**src/rtl/decode_stage_if.sv**
```systemverilog
// Decode stage bus: fetch offer, GRF/CSR read ports and the decoded bundle toward execute.
// slave = decode stage, master = surrounding pipeline driving the i_* side.
interface decode_stage_if #(
    parameter int unsigned XLEN = 64
);
    logic            i_Flush;
    logic            i_Valid;
    logic            o_Ready;
    logic [XLEN-1:0] i_PC;
    logic [31:0]     i_Inst_32;
    logic [4:0]      o_GRFReadAddr1_5;
    logic [4:0]      o_GRFReadAddr2_5;
    logic [XLEN-1:0] i_GRFReadData1;
    logic [XLEN-1:0] i_GRFReadData2;
    logic [11:0]     o_CSRReadAddr_12;
    logic [XLEN-1:0] i_CSRReadData;
    logic            o_Valid;
    logic            i_Ready;
    logic [XLEN-1:0] o_PC;
    logic [XLEN-1:0] o_Rs1Data;
    logic [XLEN-1:0] o_Rs2Data;
    logic [XLEN-1:0] o_CSRData;
    logic [XLEN-1:0] o_Imm;
    logic [4:0]      o_Rd_5;
    logic            o_RegWrite;
    logic [3:0]      o_AluOp_4;
    logic            o_SrcA_PC;
    logic            o_SrcB_Imm;
    logic            o_MemRead;
    logic            o_MemWrite;
    logic [1:0]      o_MemSize_2;
    logic            o_MemUnsigned;
    logic            o_Branch;
    logic [2:0]      o_BrCond_3;
    logic            o_Jump;
    logic            o_IsJalr;
    logic            o_WordOp;
    logic            o_Csr;
    logic            o_Ecall;
    logic            o_Ebreak;
    logic            o_Illegal;

    modport slave (
        input  i_Flush, i_Valid, i_PC, i_Inst_32, i_GRFReadData1, i_GRFReadData2,
               i_CSRReadData, i_Ready,
        output o_Ready, o_GRFReadAddr1_5, o_GRFReadAddr2_5, o_CSRReadAddr_12, o_Valid,
               o_PC, o_Rs1Data, o_Rs2Data, o_CSRData, o_Imm, o_Rd_5, o_RegWrite, o_AluOp_4,
               o_SrcA_PC, o_SrcB_Imm, o_MemRead, o_MemWrite, o_MemSize_2, o_MemUnsigned,
               o_Branch, o_BrCond_3, o_Jump, o_IsJalr, o_WordOp, o_Csr, o_Ecall, o_Ebreak,
               o_Illegal
    );

    modport master (
        output i_Flush, i_Valid, i_PC, i_Inst_32, i_GRFReadData1, i_GRFReadData2,
               i_CSRReadData, i_Ready,
        input  o_Ready, o_GRFReadAddr1_5, o_GRFReadAddr2_5, o_CSRReadAddr_12, o_Valid,
               o_PC, o_Rs1Data, o_Rs2Data, o_CSRData, o_Imm, o_Rd_5, o_RegWrite, o_AluOp_4,
               o_SrcA_PC, o_SrcB_Imm, o_MemRead, o_MemWrite, o_MemSize_2, o_MemUnsigned,
               o_Branch, o_BrCond_3, o_Jump, o_IsJalr, o_WordOp, o_Csr, o_Ecall, o_Ebreak,
               o_Illegal
    );
endinterface

```
**src/rtl/decode_stage.sv**
```systemverilog
// RV32I/RV64I decode stage: one instruction per cycle, registered bundle toward execute,
// valid/ready handshake with back-pressure and redirect flush.
module decode_stage #(
    parameter int unsigned XLEN        = 64,
    parameter bit          EN_WORD_OPS = 1'b1
) (
    input  logic          i_Clk,
    input  logic          i_Rst_n,
    decode_stage_if.slave io_Dec
);
    localparam bit RV64    = (XLEN == 64);
    localparam bit WORD_OK = RV64 && EN_WORD_OPS;

    localparam logic [6:0] OPC_LUI    = 7'b0110111;
    localparam logic [6:0] OPC_AUIPC  = 7'b0010111;
    localparam logic [6:0] OPC_JAL    = 7'b1101111;
    localparam logic [6:0] OPC_JALR   = 7'b1100111;
    localparam logic [6:0] OPC_BRANCH = 7'b1100011;
    localparam logic [6:0] OPC_LOAD   = 7'b0000011;
    localparam logic [6:0] OPC_STORE  = 7'b0100011;
    localparam logic [6:0] OPC_OPIMM  = 7'b0010011;
    localparam logic [6:0] OPC_OP     = 7'b0110011;
    localparam logic [6:0] OPC_OPIMMW = 7'b0011011;
    localparam logic [6:0] OPC_OPW    = 7'b0111011;
    localparam logic [6:0] OPC_MISC   = 7'b0001111;
    localparam logic [6:0] OPC_SYSTEM = 7'b1110011;

    localparam logic [3:0] ALU_ADD   = 4'd0;
    localparam logic [3:0] ALU_SUB   = 4'd1;
    localparam logic [3:0] ALU_SLL   = 4'd2;
    localparam logic [3:0] ALU_SLT   = 4'd3;
    localparam logic [3:0] ALU_SLTU  = 4'd4;
    localparam logic [3:0] ALU_XOR   = 4'd5;
    localparam logic [3:0] ALU_SRL   = 4'd6;
    localparam logic [3:0] ALU_SRA   = 4'd7;
    localparam logic [3:0] ALU_OR    = 4'd8;
    localparam logic [3:0] ALU_AND   = 4'd9;
    localparam logic [3:0] ALU_PASSB = 4'd10;

    typedef struct packed {
        logic [XLEN-1:0] imm;
        logic            reg_write;
        logic [3:0]      alu_op;
        logic            src_a_pc;
        logic            src_b_imm;
        logic            mem_read;
        logic            mem_write;
        logic [1:0]      mem_size;
        logic            mem_unsigned;
        logic            branch;
        logic [2:0]      br_cond;
        logic            jump;
        logic            is_jalr;
        logic            word_op;
        logic            csr;
        logic            ecall;
        logic            ebreak;
        logic            illegal;
    } ctrl_t;

    // inst[30] selects SUB (register form only) or SRA
    function automatic logic [3:0] alu_of(input logic [2:0] f3, input logic alt,
                                          input logic allow_sub);
        case (f3)
            3'd0:    alu_of = (alt && allow_sub) ? ALU_SUB : ALU_ADD;
            3'd1:    alu_of = ALU_SLL;
            3'd2:    alu_of = ALU_SLT;
            3'd3:    alu_of = ALU_SLTU;
            3'd4:    alu_of = ALU_XOR;
            3'd5:    alu_of = alt ? ALU_SRA : ALU_SRL;
            3'd6:    alu_of = ALU_OR;
            default: alu_of = ALU_AND;
        endcase
    endfunction

    logic [31:0]        w_inst;
    logic [2:0]         w_f3;
    logic [6:0]         w_f7;
    logic signed [31:0] w_imm_i, w_imm_s, w_imm_b, w_imm_u, w_imm_j;
    logic [XLEN-1:0]    w_sx_i, w_sx_s, w_sx_b, w_sx_u, w_sx_j;
    ctrl_t              w_dec;
    logic               w_ill;
    logic               w_ready;
    logic               w_accept;

    logic               r_Valid;
    logic [XLEN-1:0]    r_PC, r_Rs1, r_Rs2, r_CSR;
    logic [4:0]         r_Rd;
    ctrl_t              r_Ctrl;

    assign w_inst  = io_Dec.i_Inst_32;
    assign w_f3    = w_inst[14:12];
    assign w_f7    = w_inst[31:25];
    assign w_imm_i = {{20{w_inst[31]}}, w_inst[31:20]};
    assign w_imm_s = {{20{w_inst[31]}}, w_inst[31:25], w_inst[11:7]};
    assign w_imm_b = {{20{w_inst[31]}}, w_inst[7], w_inst[30:25], w_inst[11:8], 1'b0};
    assign w_imm_u = {w_inst[31:12], 12'b0};
    assign w_imm_j = {{12{w_inst[31]}}, w_inst[19:12], w_inst[20], w_inst[30:21], 1'b0};
    assign w_sx_i  = XLEN'(w_imm_i);
    assign w_sx_s  = XLEN'(w_imm_s);
    assign w_sx_b  = XLEN'(w_imm_b);
    assign w_sx_u  = XLEN'(w_imm_u);
    assign w_sx_j  = XLEN'(w_imm_j);

    // Field split and legality; an illegal instruction collapses to a bare illegal flag
    always_comb begin
        w_dec = '0;
        w_ill = 1'b0;
        case (w_inst[6:0])
            OPC_LUI: begin
                w_dec.imm = w_sx_u; w_dec.alu_op = ALU_PASSB;
                w_dec.src_b_imm = 1'b1; w_dec.reg_write = 1'b1;
            end
            OPC_AUIPC: begin
                w_dec.imm = w_sx_u; w_dec.src_a_pc = 1'b1;
                w_dec.src_b_imm = 1'b1; w_dec.reg_write = 1'b1;
            end
            OPC_JAL: begin
                w_dec.imm = w_sx_j; w_dec.src_a_pc = 1'b1; w_dec.src_b_imm = 1'b1;
                w_dec.jump = 1'b1; w_dec.reg_write = 1'b1;
            end
            OPC_JALR: begin
                w_dec.imm = w_sx_i; w_dec.src_a_pc = 1'b1; w_dec.src_b_imm = 1'b1;
                w_dec.jump = 1'b1; w_dec.is_jalr = 1'b1; w_dec.reg_write = 1'b1;
                w_ill = (w_f3 != 3'd0);
            end
            OPC_BRANCH: begin
                w_dec.imm = w_sx_b; w_dec.branch = 1'b1; w_dec.br_cond = w_f3;
                w_ill = (w_f3[2:1] == 2'b01);
            end
            OPC_LOAD: begin
                w_dec.imm = w_sx_i; w_dec.src_b_imm = 1'b1; w_dec.mem_read = 1'b1;
                w_dec.reg_write = 1'b1; w_dec.mem_size = w_f3[1:0];
                w_dec.mem_unsigned = w_f3[2];
                w_ill = (w_f3 == 3'd7) || (!RV64 && (w_f3 == 3'd3 || w_f3 == 3'd6));
            end
            OPC_STORE: begin
                w_dec.imm = w_sx_s; w_dec.src_b_imm = 1'b1; w_dec.mem_write = 1'b1;
                w_dec.mem_size = w_f3[1:0];
                w_ill = w_f3[2] || (!RV64 && w_f3 == 3'd3);
            end
            OPC_OPIMM: begin
                w_dec.imm = w_sx_i; w_dec.src_b_imm = 1'b1; w_dec.reg_write = 1'b1;
                w_dec.alu_op = alu_of(w_f3, w_inst[30], 1'b0);
                if (w_f3 == 3'd1)
                    w_ill = (w_inst[31:26] != 6'd0) || (!RV64 && w_inst[25]);
                else if (w_f3 == 3'd5)
                    w_ill = ({w_inst[31], w_inst[29:26]} != 5'd0) || (!RV64 && w_inst[25]);
            end
            OPC_OP: begin
                w_dec.reg_write = 1'b1;
                w_dec.alu_op = alu_of(w_f3, w_inst[30], 1'b1);
                w_ill = !((w_f7 == 7'h00) ||
                          (w_f7 == 7'h20 && (w_f3 == 3'd0 || w_f3 == 3'd5)));
            end
            OPC_OPIMMW: begin
                w_dec.imm = w_sx_i; w_dec.src_b_imm = 1'b1; w_dec.reg_write = 1'b1;
                w_dec.word_op = 1'b1; w_dec.alu_op = alu_of(w_f3, w_inst[30], 1'b0);
                w_ill = !WORD_OK ||
                        !((w_f3 == 3'd0) ||
                          (w_f3 == 3'd1 && w_f7 == 7'h00) ||
                          (w_f3 == 3'd5 && (w_f7 == 7'h00 || w_f7 == 7'h20)));
            end
            OPC_OPW: begin
                w_dec.reg_write = 1'b1; w_dec.word_op = 1'b1;
                w_dec.alu_op = alu_of(w_f3, w_inst[30], 1'b1);
                w_ill = !WORD_OK ||
                        !((w_f3 == 3'd0 && (w_f7 == 7'h00 || w_f7 == 7'h20)) ||
                          (w_f3 == 3'd1 && w_f7 == 7'h00) ||
                          (w_f3 == 3'd5 && (w_f7 == 7'h00 || w_f7 == 7'h20)));
            end
            OPC_MISC: begin
                w_dec.imm = w_sx_i;
                w_ill = (w_f3 != 3'd0);
            end
            OPC_SYSTEM: begin
                w_dec.imm = w_sx_i;
                if (w_f3 == 3'd0) begin
                    w_dec.ecall  = (w_inst == 32'h0000_0073);
                    w_dec.ebreak = (w_inst == 32'h0010_0073);
                    w_ill = !(w_dec.ecall || w_dec.ebreak);
                end else if (w_f3 == 3'd4) begin
                    w_ill = 1'b1;
                end else begin
                    w_dec.csr = 1'b1; w_dec.reg_write = 1'b1; w_dec.br_cond = w_f3;
                end
            end
            default: w_ill = 1'b1;
        endcase
        if (w_ill) begin
            w_dec         = '0;
            w_dec.illegal = 1'b1;
        end else if (w_inst[11:7] == 5'd0) begin
            w_dec.reg_write = 1'b0;
        end
    end

    assign w_ready  = !r_Valid || io_Dec.i_Ready;
    assign w_accept = io_Dec.i_Valid && w_ready && !io_Dec.i_Flush;

    // Flush beats accept and stall; a stalled bundle holds every register
    always_ff @(posedge i_Clk or negedge i_Rst_n) begin
        if (!i_Rst_n) begin
            r_Valid <= 1'b0;
            r_PC    <= '0;
            r_Rs1   <= '0;
            r_Rs2   <= '0;
            r_CSR   <= '0;
            r_Rd    <= '0;
            r_Ctrl  <= '0;
        end else if (io_Dec.i_Flush) begin
            r_Valid <= 1'b0;
        end else if (w_accept) begin
            r_Valid <= 1'b1;
            r_PC    <= io_Dec.i_PC;
            r_Rs1   <= io_Dec.i_GRFReadData1;
            r_Rs2   <= io_Dec.i_GRFReadData2;
            r_CSR   <= io_Dec.i_CSRReadData;
            r_Rd    <= w_inst[11:7];
            r_Ctrl  <= w_dec;
        end else if (io_Dec.i_Ready) begin
            r_Valid <= 1'b0;
        end
    end

    assign io_Dec.o_Ready          = w_ready;
    assign io_Dec.o_GRFReadAddr1_5 = w_inst[19:15];
    assign io_Dec.o_GRFReadAddr2_5 = w_inst[24:20];
    assign io_Dec.o_CSRReadAddr_12 = w_inst[31:20];
    assign io_Dec.o_Valid          = r_Valid;
    assign io_Dec.o_PC             = r_PC;
    assign io_Dec.o_Rs1Data        = r_Rs1;
    assign io_Dec.o_Rs2Data        = r_Rs2;
    assign io_Dec.o_CSRData        = r_CSR;
    assign io_Dec.o_Imm            = r_Ctrl.imm;
    assign io_Dec.o_Rd_5           = r_Rd;
    assign io_Dec.o_RegWrite       = r_Ctrl.reg_write;
    assign io_Dec.o_AluOp_4        = r_Ctrl.alu_op;
    assign io_Dec.o_SrcA_PC        = r_Ctrl.src_a_pc;
    assign io_Dec.o_SrcB_Imm       = r_Ctrl.src_b_imm;
    assign io_Dec.o_MemRead        = r_Ctrl.mem_read;
    assign io_Dec.o_MemWrite       = r_Ctrl.mem_write;
    assign io_Dec.o_MemSize_2      = r_Ctrl.mem_size;
    assign io_Dec.o_MemUnsigned    = r_Ctrl.mem_unsigned;
    assign io_Dec.o_Branch         = r_Ctrl.branch;
    assign io_Dec.o_BrCond_3       = r_Ctrl.br_cond;
    assign io_Dec.o_Jump           = r_Ctrl.jump;
    assign io_Dec.o_IsJalr         = r_Ctrl.is_jalr;
    assign io_Dec.o_WordOp         = r_Ctrl.word_op;
    assign io_Dec.o_Csr            = r_Ctrl.csr;
    assign io_Dec.o_Ecall          = r_Ctrl.ecall;
    assign io_Dec.o_Ebreak         = r_Ctrl.ebreak;
    assign io_Dec.o_Illegal        = r_Ctrl.illegal;
endmodule

```
**src/flat_wrapper.sv**
```systemverilog
// flat-port wrapper written by rule: the top's interface ports become plain ports
module decode_stage_flat 
#(
    parameter int unsigned XLEN        = 64,
    parameter bit          EN_WORD_OPS = 1'b1
)
  (i_Clk, i_Rst_n, io_Dec_i_Flush, io_Dec_i_Valid, io_Dec_i_PC, io_Dec_i_Inst_32, io_Dec_i_GRFReadData1, io_Dec_i_GRFReadData2, io_Dec_i_CSRReadData, io_Dec_i_Ready, io_Dec_o_Ready, io_Dec_o_GRFReadAddr1_5, io_Dec_o_GRFReadAddr2_5, io_Dec_o_CSRReadAddr_12, io_Dec_o_Valid, io_Dec_o_PC, io_Dec_o_Rs1Data, io_Dec_o_Rs2Data, io_Dec_o_CSRData, io_Dec_o_Imm, io_Dec_o_Rd_5, io_Dec_o_RegWrite, io_Dec_o_AluOp_4, io_Dec_o_SrcA_PC, io_Dec_o_SrcB_Imm, io_Dec_o_MemRead, io_Dec_o_MemWrite, io_Dec_o_MemSize_2, io_Dec_o_MemUnsigned, io_Dec_o_Branch, io_Dec_o_BrCond_3, io_Dec_o_Jump, io_Dec_o_IsJalr, io_Dec_o_WordOp, io_Dec_o_Csr, io_Dec_o_Ecall, io_Dec_o_Ebreak, io_Dec_o_Illegal);
  decode_stage_if #(.XLEN(XLEN)) io_Dec_i ();
  input  logic i_Clk;
  input  logic i_Rst_n;
  input wire logic [$bits(io_Dec_i.i_Flush)-1:0] io_Dec_i_Flush;
  input wire logic [$bits(io_Dec_i.i_Valid)-1:0] io_Dec_i_Valid;
  input wire logic [$bits(io_Dec_i.i_PC)-1:0] io_Dec_i_PC;
  input wire logic [$bits(io_Dec_i.i_Inst_32)-1:0] io_Dec_i_Inst_32;
  input wire logic [$bits(io_Dec_i.i_GRFReadData1)-1:0] io_Dec_i_GRFReadData1;
  input wire logic [$bits(io_Dec_i.i_GRFReadData2)-1:0] io_Dec_i_GRFReadData2;
  input wire logic [$bits(io_Dec_i.i_CSRReadData)-1:0] io_Dec_i_CSRReadData;
  input wire logic [$bits(io_Dec_i.i_Ready)-1:0] io_Dec_i_Ready;
  output wire logic [$bits(io_Dec_i.o_Ready)-1:0] io_Dec_o_Ready;
  output wire logic [$bits(io_Dec_i.o_GRFReadAddr1_5)-1:0] io_Dec_o_GRFReadAddr1_5;
  output wire logic [$bits(io_Dec_i.o_GRFReadAddr2_5)-1:0] io_Dec_o_GRFReadAddr2_5;
  output wire logic [$bits(io_Dec_i.o_CSRReadAddr_12)-1:0] io_Dec_o_CSRReadAddr_12;
  output wire logic [$bits(io_Dec_i.o_Valid)-1:0] io_Dec_o_Valid;
  output wire logic [$bits(io_Dec_i.o_PC)-1:0] io_Dec_o_PC;
  output wire logic [$bits(io_Dec_i.o_Rs1Data)-1:0] io_Dec_o_Rs1Data;
  output wire logic [$bits(io_Dec_i.o_Rs2Data)-1:0] io_Dec_o_Rs2Data;
  output wire logic [$bits(io_Dec_i.o_CSRData)-1:0] io_Dec_o_CSRData;
  output wire logic [$bits(io_Dec_i.o_Imm)-1:0] io_Dec_o_Imm;
  output wire logic [$bits(io_Dec_i.o_Rd_5)-1:0] io_Dec_o_Rd_5;
  output wire logic [$bits(io_Dec_i.o_RegWrite)-1:0] io_Dec_o_RegWrite;
  output wire logic [$bits(io_Dec_i.o_AluOp_4)-1:0] io_Dec_o_AluOp_4;
  output wire logic [$bits(io_Dec_i.o_SrcA_PC)-1:0] io_Dec_o_SrcA_PC;
  output wire logic [$bits(io_Dec_i.o_SrcB_Imm)-1:0] io_Dec_o_SrcB_Imm;
  output wire logic [$bits(io_Dec_i.o_MemRead)-1:0] io_Dec_o_MemRead;
  output wire logic [$bits(io_Dec_i.o_MemWrite)-1:0] io_Dec_o_MemWrite;
  output wire logic [$bits(io_Dec_i.o_MemSize_2)-1:0] io_Dec_o_MemSize_2;
  output wire logic [$bits(io_Dec_i.o_MemUnsigned)-1:0] io_Dec_o_MemUnsigned;
  output wire logic [$bits(io_Dec_i.o_Branch)-1:0] io_Dec_o_Branch;
  output wire logic [$bits(io_Dec_i.o_BrCond_3)-1:0] io_Dec_o_BrCond_3;
  output wire logic [$bits(io_Dec_i.o_Jump)-1:0] io_Dec_o_Jump;
  output wire logic [$bits(io_Dec_i.o_IsJalr)-1:0] io_Dec_o_IsJalr;
  output wire logic [$bits(io_Dec_i.o_WordOp)-1:0] io_Dec_o_WordOp;
  output wire logic [$bits(io_Dec_i.o_Csr)-1:0] io_Dec_o_Csr;
  output wire logic [$bits(io_Dec_i.o_Ecall)-1:0] io_Dec_o_Ecall;
  output wire logic [$bits(io_Dec_i.o_Ebreak)-1:0] io_Dec_o_Ebreak;
  output wire logic [$bits(io_Dec_i.o_Illegal)-1:0] io_Dec_o_Illegal;
  assign io_Dec_i.i_Flush = io_Dec_i_Flush;
  assign io_Dec_i.i_Valid = io_Dec_i_Valid;
  assign io_Dec_i.i_PC = io_Dec_i_PC;
  assign io_Dec_i.i_Inst_32 = io_Dec_i_Inst_32;
  assign io_Dec_i.i_GRFReadData1 = io_Dec_i_GRFReadData1;
  assign io_Dec_i.i_GRFReadData2 = io_Dec_i_GRFReadData2;
  assign io_Dec_i.i_CSRReadData = io_Dec_i_CSRReadData;
  assign io_Dec_i.i_Ready = io_Dec_i_Ready;
  assign io_Dec_o_Ready = io_Dec_i.o_Ready;
  assign io_Dec_o_GRFReadAddr1_5 = io_Dec_i.o_GRFReadAddr1_5;
  assign io_Dec_o_GRFReadAddr2_5 = io_Dec_i.o_GRFReadAddr2_5;
  assign io_Dec_o_CSRReadAddr_12 = io_Dec_i.o_CSRReadAddr_12;
  assign io_Dec_o_Valid = io_Dec_i.o_Valid;
  assign io_Dec_o_PC = io_Dec_i.o_PC;
  assign io_Dec_o_Rs1Data = io_Dec_i.o_Rs1Data;
  assign io_Dec_o_Rs2Data = io_Dec_i.o_Rs2Data;
  assign io_Dec_o_CSRData = io_Dec_i.o_CSRData;
  assign io_Dec_o_Imm = io_Dec_i.o_Imm;
  assign io_Dec_o_Rd_5 = io_Dec_i.o_Rd_5;
  assign io_Dec_o_RegWrite = io_Dec_i.o_RegWrite;
  assign io_Dec_o_AluOp_4 = io_Dec_i.o_AluOp_4;
  assign io_Dec_o_SrcA_PC = io_Dec_i.o_SrcA_PC;
  assign io_Dec_o_SrcB_Imm = io_Dec_i.o_SrcB_Imm;
  assign io_Dec_o_MemRead = io_Dec_i.o_MemRead;
  assign io_Dec_o_MemWrite = io_Dec_i.o_MemWrite;
  assign io_Dec_o_MemSize_2 = io_Dec_i.o_MemSize_2;
  assign io_Dec_o_MemUnsigned = io_Dec_i.o_MemUnsigned;
  assign io_Dec_o_Branch = io_Dec_i.o_Branch;
  assign io_Dec_o_BrCond_3 = io_Dec_i.o_BrCond_3;
  assign io_Dec_o_Jump = io_Dec_i.o_Jump;
  assign io_Dec_o_IsJalr = io_Dec_i.o_IsJalr;
  assign io_Dec_o_WordOp = io_Dec_i.o_WordOp;
  assign io_Dec_o_Csr = io_Dec_i.o_Csr;
  assign io_Dec_o_Ecall = io_Dec_i.o_Ecall;
  assign io_Dec_o_Ebreak = io_Dec_i.o_Ebreak;
  assign io_Dec_o_Illegal = io_Dec_i.o_Illegal;
  decode_stage #(.XLEN(XLEN), .EN_WORD_OPS(EN_WORD_OPS)) u_core (.i_Clk(i_Clk), .i_Rst_n(i_Rst_n), .io_Dec(io_Dec_i));
endmodule
```
**config.mk**
```make
export PLATFORM = sky130hd
export DESIGN_NAME = decode_stage_flat
export DESIGN_NICKNAME = d
export VERILOG_FILES = /design/src/rtl/decode_stage_if.sv /design/src/rtl/decode_stage.sv /design/src/flat_wrapper.sv
export SDC_FILE = /design/constraint.sdc
export NUM_CORES = 1
export LEC_CHECK = 0
export ABC_AREA = 1
export BUFFER_PORTS_ARGS = -buffer_cell sky130_fd_sc_hd__buf_2
export CELL_PAD_IN_SITES_DETAIL_PLACEMENT = 0
export CELL_PAD_IN_SITES_GLOBAL_PLACEMENT = 1
export CORE_AREA = 2 2 258 260
export CTS_CLUSTER_DIAMETER = 120
export DETAILED_ROUTE_END_ITERATION = 16
export DIE_AREA = 0 0 260 262
export PLACE_DENSITY_LB_ADDON = 0.05
export SETUP_SLACK_MARGIN = 0.02
export SLEW_MARGIN = 20
export SYNTH_ARGS = -nofsm -noshare
export SYNTH_HDL_FRONTEND = slang
export SYNTH_SLANG_ARGS = --single-unit
```
**constraint.sdc**
```tcl
create_clock -name i_Clk -period 3.8 [get_ports i_Clk]
set_input_delay 0.19 -clock i_Clk [delete_from_list [all_inputs] [get_ports i_Clk]]
set_output_delay 0.19 -clock i_Clk [all_outputs]
set_load 0.005 [all_outputs]
```
==> results.yml, run 1 <==
run_status:
  status: "finished, final reports clean"
route:
  routedWlPerCell_um: 17.81
  vias_per_cell: 3.981
  drtAntennaViolNets: 0
  via_count: 13470
  drt_drc_violations_left: 0
  detail_route.first_pass.iterations: 5
  drt-initial-drc-count: 649
  wirelength_um: 60260
floorplanning:
  die_width_um: 260
  io_pins: 665
  fp.dieH_um: 262
  start_util_pct: 20.45
  core_area_sq_mm: 0.06528
  die_area_sq_mm: 0.06812
  row_count: 94
finish:
  multi_input_area_sq_mm: 0.004516
  fillers: 7126
  seqCellArea_sq_mm: 0.007933
  area_delta_synth_final_pct: 58.21
  mostFrequentLayoutCell: "nand2_1"
  layout_common_cells: "nand2_1, buf_2, dfrtp_1"
  final_nets: 2782
  drive_gt1_share_pct: 30.19
  utilization_pct: 32.36
pwr:
  combPwrFrac_pct: 17.8
  netSwitchingFraction_pct: 28.48
  p_switching_w: 0.002714
  p_leak_nw: 12.04
  p_per_area_mw_per_mm2: 451.2
  ir_drop_uv: 276.4
  seqPwrFrac_pct: 42.1
  p_clk_share_pct: 40.0
  p_int_w: 0.006815
  finalPower_w: 0.009530
timing:
  timing.final.crit_share_pct: 66.10
  tns_ns: 0
  fin_skew_ns: 0.01657
  hold_violations: 0
  min_period_ns: 2.512
  setup_viol: 0
  drv_slew: 0
  worstMarginPinSlew_ns: 1.017
  rsz0062_at_grt: "false"
  max_freq_mhz: 398.1
  holdWs_ns: 0.02830
  slew-limit-headroom_pct: 32.17
synthesis:
  ys_types: 25
  mappedNetlistNets: 1928
  ys_ff_latch: 317
  ys_seq_area_share_pct: 59.42
  synth_warnings: 0
  synth_area_sq_mm: 0.01335
  syn_avg_cell_area_sq_um: 8.165
  syn_inst: 1635
worst_setup_path:
  start_kind: "flip-flop"
  crit_fanout: 162
  crit_type: "flip-flop to flip-flop"
  worstPathArrival_ns: 3.00
  end_kind: "flip-flop"
  cp.required_ns: 4.29
worst_hold_path:
  hp-class: "input pin to flip-flop"
placed_design:
  io_buffers: 664
  dp_hpwl_um: 44300
  gp_congestion: 0.7941
clocking:
  cts_tree: "built"
  cts_root_buffer: "clkbuf_16"
  cts_buffers: 42
  clock-sinks: 317
  cts.path.max_buffers: 3
  htreeDepth: 2
  clk_latency_ns: 0.56
  postCtsSetupBuffers: 0
  clk_pin_slew_ns: 0.06
global_route:
  grt_max_degree: 163
  grt_pass1_vias: 13830
  track_usage_pct: 17.05
  grt_first_pass_wirelength_um: 87910
  grt_overflow: 0
  antenna_found_initial: 6
job:
  maxCapViolCount: 0
==> final cells by class <==
type | instances | share of cell area [%]
Antenna cell | 3 | 0.03554
Clock buffer | 68 | 5.959
Clock inverter | 4 | 0.1481
Inverter | 43 | 0.7997
Multi-Input combinational cell | 1143 | 21.38
Sequential cell | 317 | 37.56
Tap cell | 864 | 5.118
Timing Repair Buffer | 942 | 29.00
==> state kept, by name (all words and copies together), names as in the netlist, 3 cells and up <==
name and flops:
u_core.io_Dec.o_AluOp_4 4, u_core.io_Dec.o_BrCond_3 3, u_core.io_Dec.o_CSRData 64, u_core.io_Dec.o_Imm 32
u_core.io_Dec.o_PC 64, u_core.io_Dec.o_Rd_5 5, u_core.io_Dec.o_Rs1Data 64, u_core.io_Dec.o_Rs2Data 64
==> per-stage QoR <==
stage / setup WS [ns] / area (sq um) / std cells
final: 1.288 / 21120 / 3384
after floorplan: 2.174 / 13350 / 1635
after global routing: 1.074 / 21120 / 3384
after global placement: 1.256 / 17200 / 3047
after CTS: 1.279 / 21110 / 3381
after detailed placement: 1.177 / 17200 / 3047
==> Yosys cell counts <==
master,number,area (sq um)
buf_4,55,412.9
nand2_1,961,3607
o21ai_0,19,95.09
nand2_2,5,31.28
nand4_1,2,12.51
inv_2,7,26.28
buf_1,9,33.78
nand3_1,85,425.4
nor2_4,2,22.52
o41ai_1,1,8.760
inv_1,36,135.1
dfrtp_1,317,7933
nand3_2,1,10.01
buf_2,11,55.05
clkbuf_1,53,198.9
and2_1,1,6.260
nor3_1,5,25.02
nor2_2,6,37.54
o211ai_1,2,15.01
nand3b_1,1,7.510
o22ai_1,1,6.260
buf_6,4,45.04
nor2_1,44,165.2
o21ai_1,3,15.01
a21oi_1,4,20.02
==> metal layers <==
metal | track usage, % | share of wire (%) | wire length [um]
met5 | 0 | 0.022 | 13
met4 | 5.843 | 3.2 | 1914
met3 | 4.745 | 6.6 | 3950
met2 | 29.64 | 51 | 30460
met1 | 20.19 | 40 | 23920
==> power groups by stage <==
stage / Combinational [W] / Sequential, W / Clock, W
finish: 0.00170 / 0.00401 / 0.00382
global route: 0.00191 / 0.00407 / 0.00414
CTS: 0.00176 / 0.00401 / 0.00398
detailed placement: 0.00153 / 0.00406 / 0
global placement: 0.00154 / 0.00406 / 0
floorplan: 0.000503 / 0.00410 / 0
==> cell families (layout without fill, tap and decap cells) <==
family                 Yosys count  after routing  share of synthesized area, %
AO/OA/AOI/OAI                   30             30                         1.200
buffers and inverters          175           1057                         6.795
flip-flops                     317            317                         59.42
other                            0              3                             0
AND/OR/NAND/NOR               1113           1113                         32.59
==> worst paths after layout <==
kind,depth (start not counted),slack [ns],end,start
min in group asynchronous,2,0.19,u_core.io_Dec.o_CSRData[11],i_Rst_n
worst min register to register,2,0.46,u_core.io_Dec.o_PC[33],u_core.io_Dec.o_PC[33]
max in group asynchronous,3,2.55,u_core.io_Dec.o_MemSize_2[1],i_Rst_n
worst max-delay path,7,1.29,u_core.io_Dec.o_Rs1Data[56],u_core.io_Dec.o_Valid
worst max register to register,7,1.29,u_core.io_Dec.o_Rs1Data[56],u_core.io_Dec.o_Valid
worst min-delay path,3,0.03,u_core.io_Dec.o_Rd_5[3],io_Dec_i_Inst_32[10]
==> critical path: stages (launching register included) <==
cell	delay, ns
dfrtp_1	0.38
inv_1	0.06
nor2_1	0.05
nor3_2	0.55
buf_4	0.42
buf_12	0.54
nand2_1	0.14
nand2_1	0.10
==> timing repair <==
item | CTS | global route
hold buffers | 262 | 0
hold endpoints to repair | 339 | 0
gates resized for setup | 0 | 0
Note: power is estimated with default switching activity, not from simulation.
==> run 2, diff against run 1 <==
--- a/config.mk
+++ b/config.mk
@@ -9,10 +9,10 @@
 export BUFFER_PORTS_ARGS = -buffer_cell sky130_fd_sc_hd__buf_2
 export CELL_PAD_IN_SITES_DETAIL_PLACEMENT = 0
 export CELL_PAD_IN_SITES_GLOBAL_PLACEMENT = 1
-export CORE_AREA = 2 2 258 260
+export CORE_AREA = 2 2 262 264
 export CTS_CLUSTER_DIAMETER = 120
 export DETAILED_ROUTE_END_ITERATION = 16
-export DIE_AREA = 0 0 260 262
+export DIE_AREA = 0 0 264 266
 export PLACE_DENSITY_LB_ADDON = 0.05
 export SETUP_SLACK_MARGIN = 0.02
 export SLEW_MARGIN = 20
==> constraint.sdc (replaced) <==
create_clock -name i_Clk -period 2.4 [get_ports i_Clk]
set_input_delay 0.12 -clock i_Clk [delete_from_list [all_inputs] [get_ports i_Clk]]
set_output_delay 0.12 -clock i_Clk [all_outputs]
set_load 0.005 [all_outputs]
==> results.yml, run 2 (same netlist as run 1, synthesis figures left out) <==
placed_design:
  io_buffers: 664
  gp_congestion: 0.7861
  dp_cells: 3087
  dp_hpwl_um: 45150
worst_setup_path:
  rrSetupSlack_ns: 0.39
  rr_endpoint: "u_core.io_Dec.o_CSRData[18]"
  end_kind: "flip-flop"
  crit_chain: "inv_1, nor2_1, nor3_2, buf_4, buf_12, nand2_1, nand2_1"
  crit_type: "flip-flop to flip-flop"
  crit_path_end: "u_core.io_Dec.o_CSRData[18]"
  start_kind: "flip-flop"
  worst_path_largest_cell_delay_ns: 0.53
  timing.reg2reg.worst_path_depth: 7
  cp.required_ns: 2.88
  worstPathArrival_ns: 2.50
  r2r_start: "u_core.io_Dec.o_Valid"
  crit_slowest_cell: "buf_12"
  crit_fanout: 152
  crit_cells: 7
  cpMostUsedCell: "nand2_1"
  startpoint: "u_core.io_Dec.o_Valid"
  crit_family: "buffers and inverters"
  crit_buf_inv: 3
clocking:
  htreeDepth: 2
  cts_tree: "built"
  clock-sinks: 317
  cts_buffers: 43
  cts.path.max_buffers: 3
  clk_latency_ns: 0.56
  clk_pin_slew_ns: 0.05
  postCtsSetupBuffers: 0
  cts_root_buffer: "clkbuf_16"
floorplanning:
  fp.dieH_um: 266
  io_pins: 665
  core_area_sq_mm: 0.06775
  start_util_pct: 19.71
  die_width_um: 264
  die_area_sq_mm: 0.07022
  row_count: 96
run_status:
  status: "finished, final reports clean"
pwr:
  p_leak_nw: 12.27
  finalPower_w: 0.01534
  ir_drop_uv: 439.9
  p_per_area_mw_per_mm2: 709.8
global_route:
  track_usage_pct: 16.97
  grt_pass1_vias: 14160
  antenna_found_initial: 6
  grt_first_pass_wirelength_um: 90890
  grt_max_degree: 153
  grt_overflow: 0
timing:
  min_period_ns: 2.012
  hold_violations: 0
  setup_viol: 0
  timing.final.crit_share_pct: 83.83
  fin_skew_ns: 0.01604
  rsz0062_at_grt: "false"
  max_freq_mhz: 497.0
  drv_slew: 0
  worstMarginPinSlew_ns: 0.7321
  slew-limit-headroom_pct: 51.20
route:
  via_count: 13740
  drtAntennaViolNets: 0
  wirelength_um: 61730
  drt_drc_violations_left: 0
  routedWlPerCell_um: 17.91
  vias_per_cell: 3.985
  drt-initial-drc-count: 513
  detail_route.first_pass.iterations: 4
finish:
  final_nets: 2825
  drive_gt1_share_pct: 30.69
  instances_no_fill: 3447
  mostFrequentLayoutCell: "nand2_1"
  layout_common_cells: "nand2_1, buf_2, dfrtp_1"
  area_delta_synth_final_pct: 61.93
job:
  maxCapViolCount: 0
worst_hold_path:
  hp-class: "input pin to flip-flop"
==> run 2: cell count changes in the layout (fill, tap and decap cells not counted), sizes merged <==
| cell | delta |
|---|---|
| clkbuf | +3 |
| clkinv | -3 |
| dlygate4sd3 | +18 |
| inv | +2 |
| clkinvlp | +1 |
| diode | +1 |
| buf | +23 |
==> run 2: power breakdown <==
group | switching, W | leakage, nW | internal (W)
clock | 0.00254 | 0.652 | 0.00368
combinational | 0.00150 | 7.61 | 0.00127
sequential | 0.000345 | 4.01 | 0.00601
total | 0.00439 | 12.3 | 0.0110
==> run 2: area by class of cell <==
type                            count  area [sq um]
Sequential cell                   317          7933
Inverter                           43         168.9
Multi-Input combinational cell   1143          4516
Antenna cell                        4         10.01
Timing Repair Buffer              984          6549
Clock buffer                       70          1297
Fill cell                        7500         46130
Clock inverter                      4         41.29
Tap cell                          882          1104
==> run 2: repair_timing <==
item | CTS | global route
gates resized for setup | 0 | 1
setup endpoints to repair | 0 | 1
endpoints found under the hold margin | 345 | 0
hold buffers | 280 | 0
==> run 2: how the worst min path moves through the flow <==
stage | end | cells past startpoint | slack [ns] | from
final | u_core.io_Dec.o_Imm[62] | 5 | 0.03 | io_Dec_i_Inst_32[31]
after global routing | u_core.io_Dec.o_Imm[6] | 6 | 0.07 | io_Dec_i_Inst_32[26]
after CTS | u_core.io_Dec.o_Imm[62] | 5 | 0.02 | io_Dec_i_Inst_32[31]
after detailed placement | u_core.io_Dec.o_Rs1Data[4] | 1 | 0.11 | i_Rst_n
after global placement | u_core.io_Dec.o_Rs1Data[4] | 1 | 0.11 | i_Rst_n
after floorplan | u_core.io_Dec.o_AluOp_4[0] | 0 | -0.18 | i_Rst_n
==> run 2: metrics by stage <==
stage | TNS [ns] | worst slack [ns] | area, sq um | util (%) | hold slack [ns]
final | 0 | 0.3881 | 21620 | 31.91 | 0.03459
after floorplan | 0 | 0.7741 | 13350 | - | -0.1756
after global routing | 0 | 0.1607 | 21620 | 31.91 | 0.07086
after CTS | 0 | 0.03014 | 21560 | 31.82 | 0.01517
after global placement | -0.5381 | -0.09449 | 17410 | 25.71 | 0.1115
after detailed placement | -1.495 | -0.1368 | 17410 | 25.71 | 0.1135
==> run 2: layer usage <==
layer | global-route usage (%) | vias to the layer above | share of wire, %
li1 | - | 6731 | -
met1 | 19.63 | 6482 | 39
met2 | 29.61 | 406 | 50
met3 | 4.806 | 113 | 6.7
met4 | 6.665 | 4 | 4.0
met5 | 0 | - | 0.039
==> run 2: worst register-to-register path, cell delays in order (launching register included) <==
cell and delay (ns):
dfrtp_1 0.38, inv_1 0.05, nor2_1 0.05, nor3_2 0.31, buf_4 0.27, buf_12 0.54
nand2_1 0.23, nand2_1 0.10
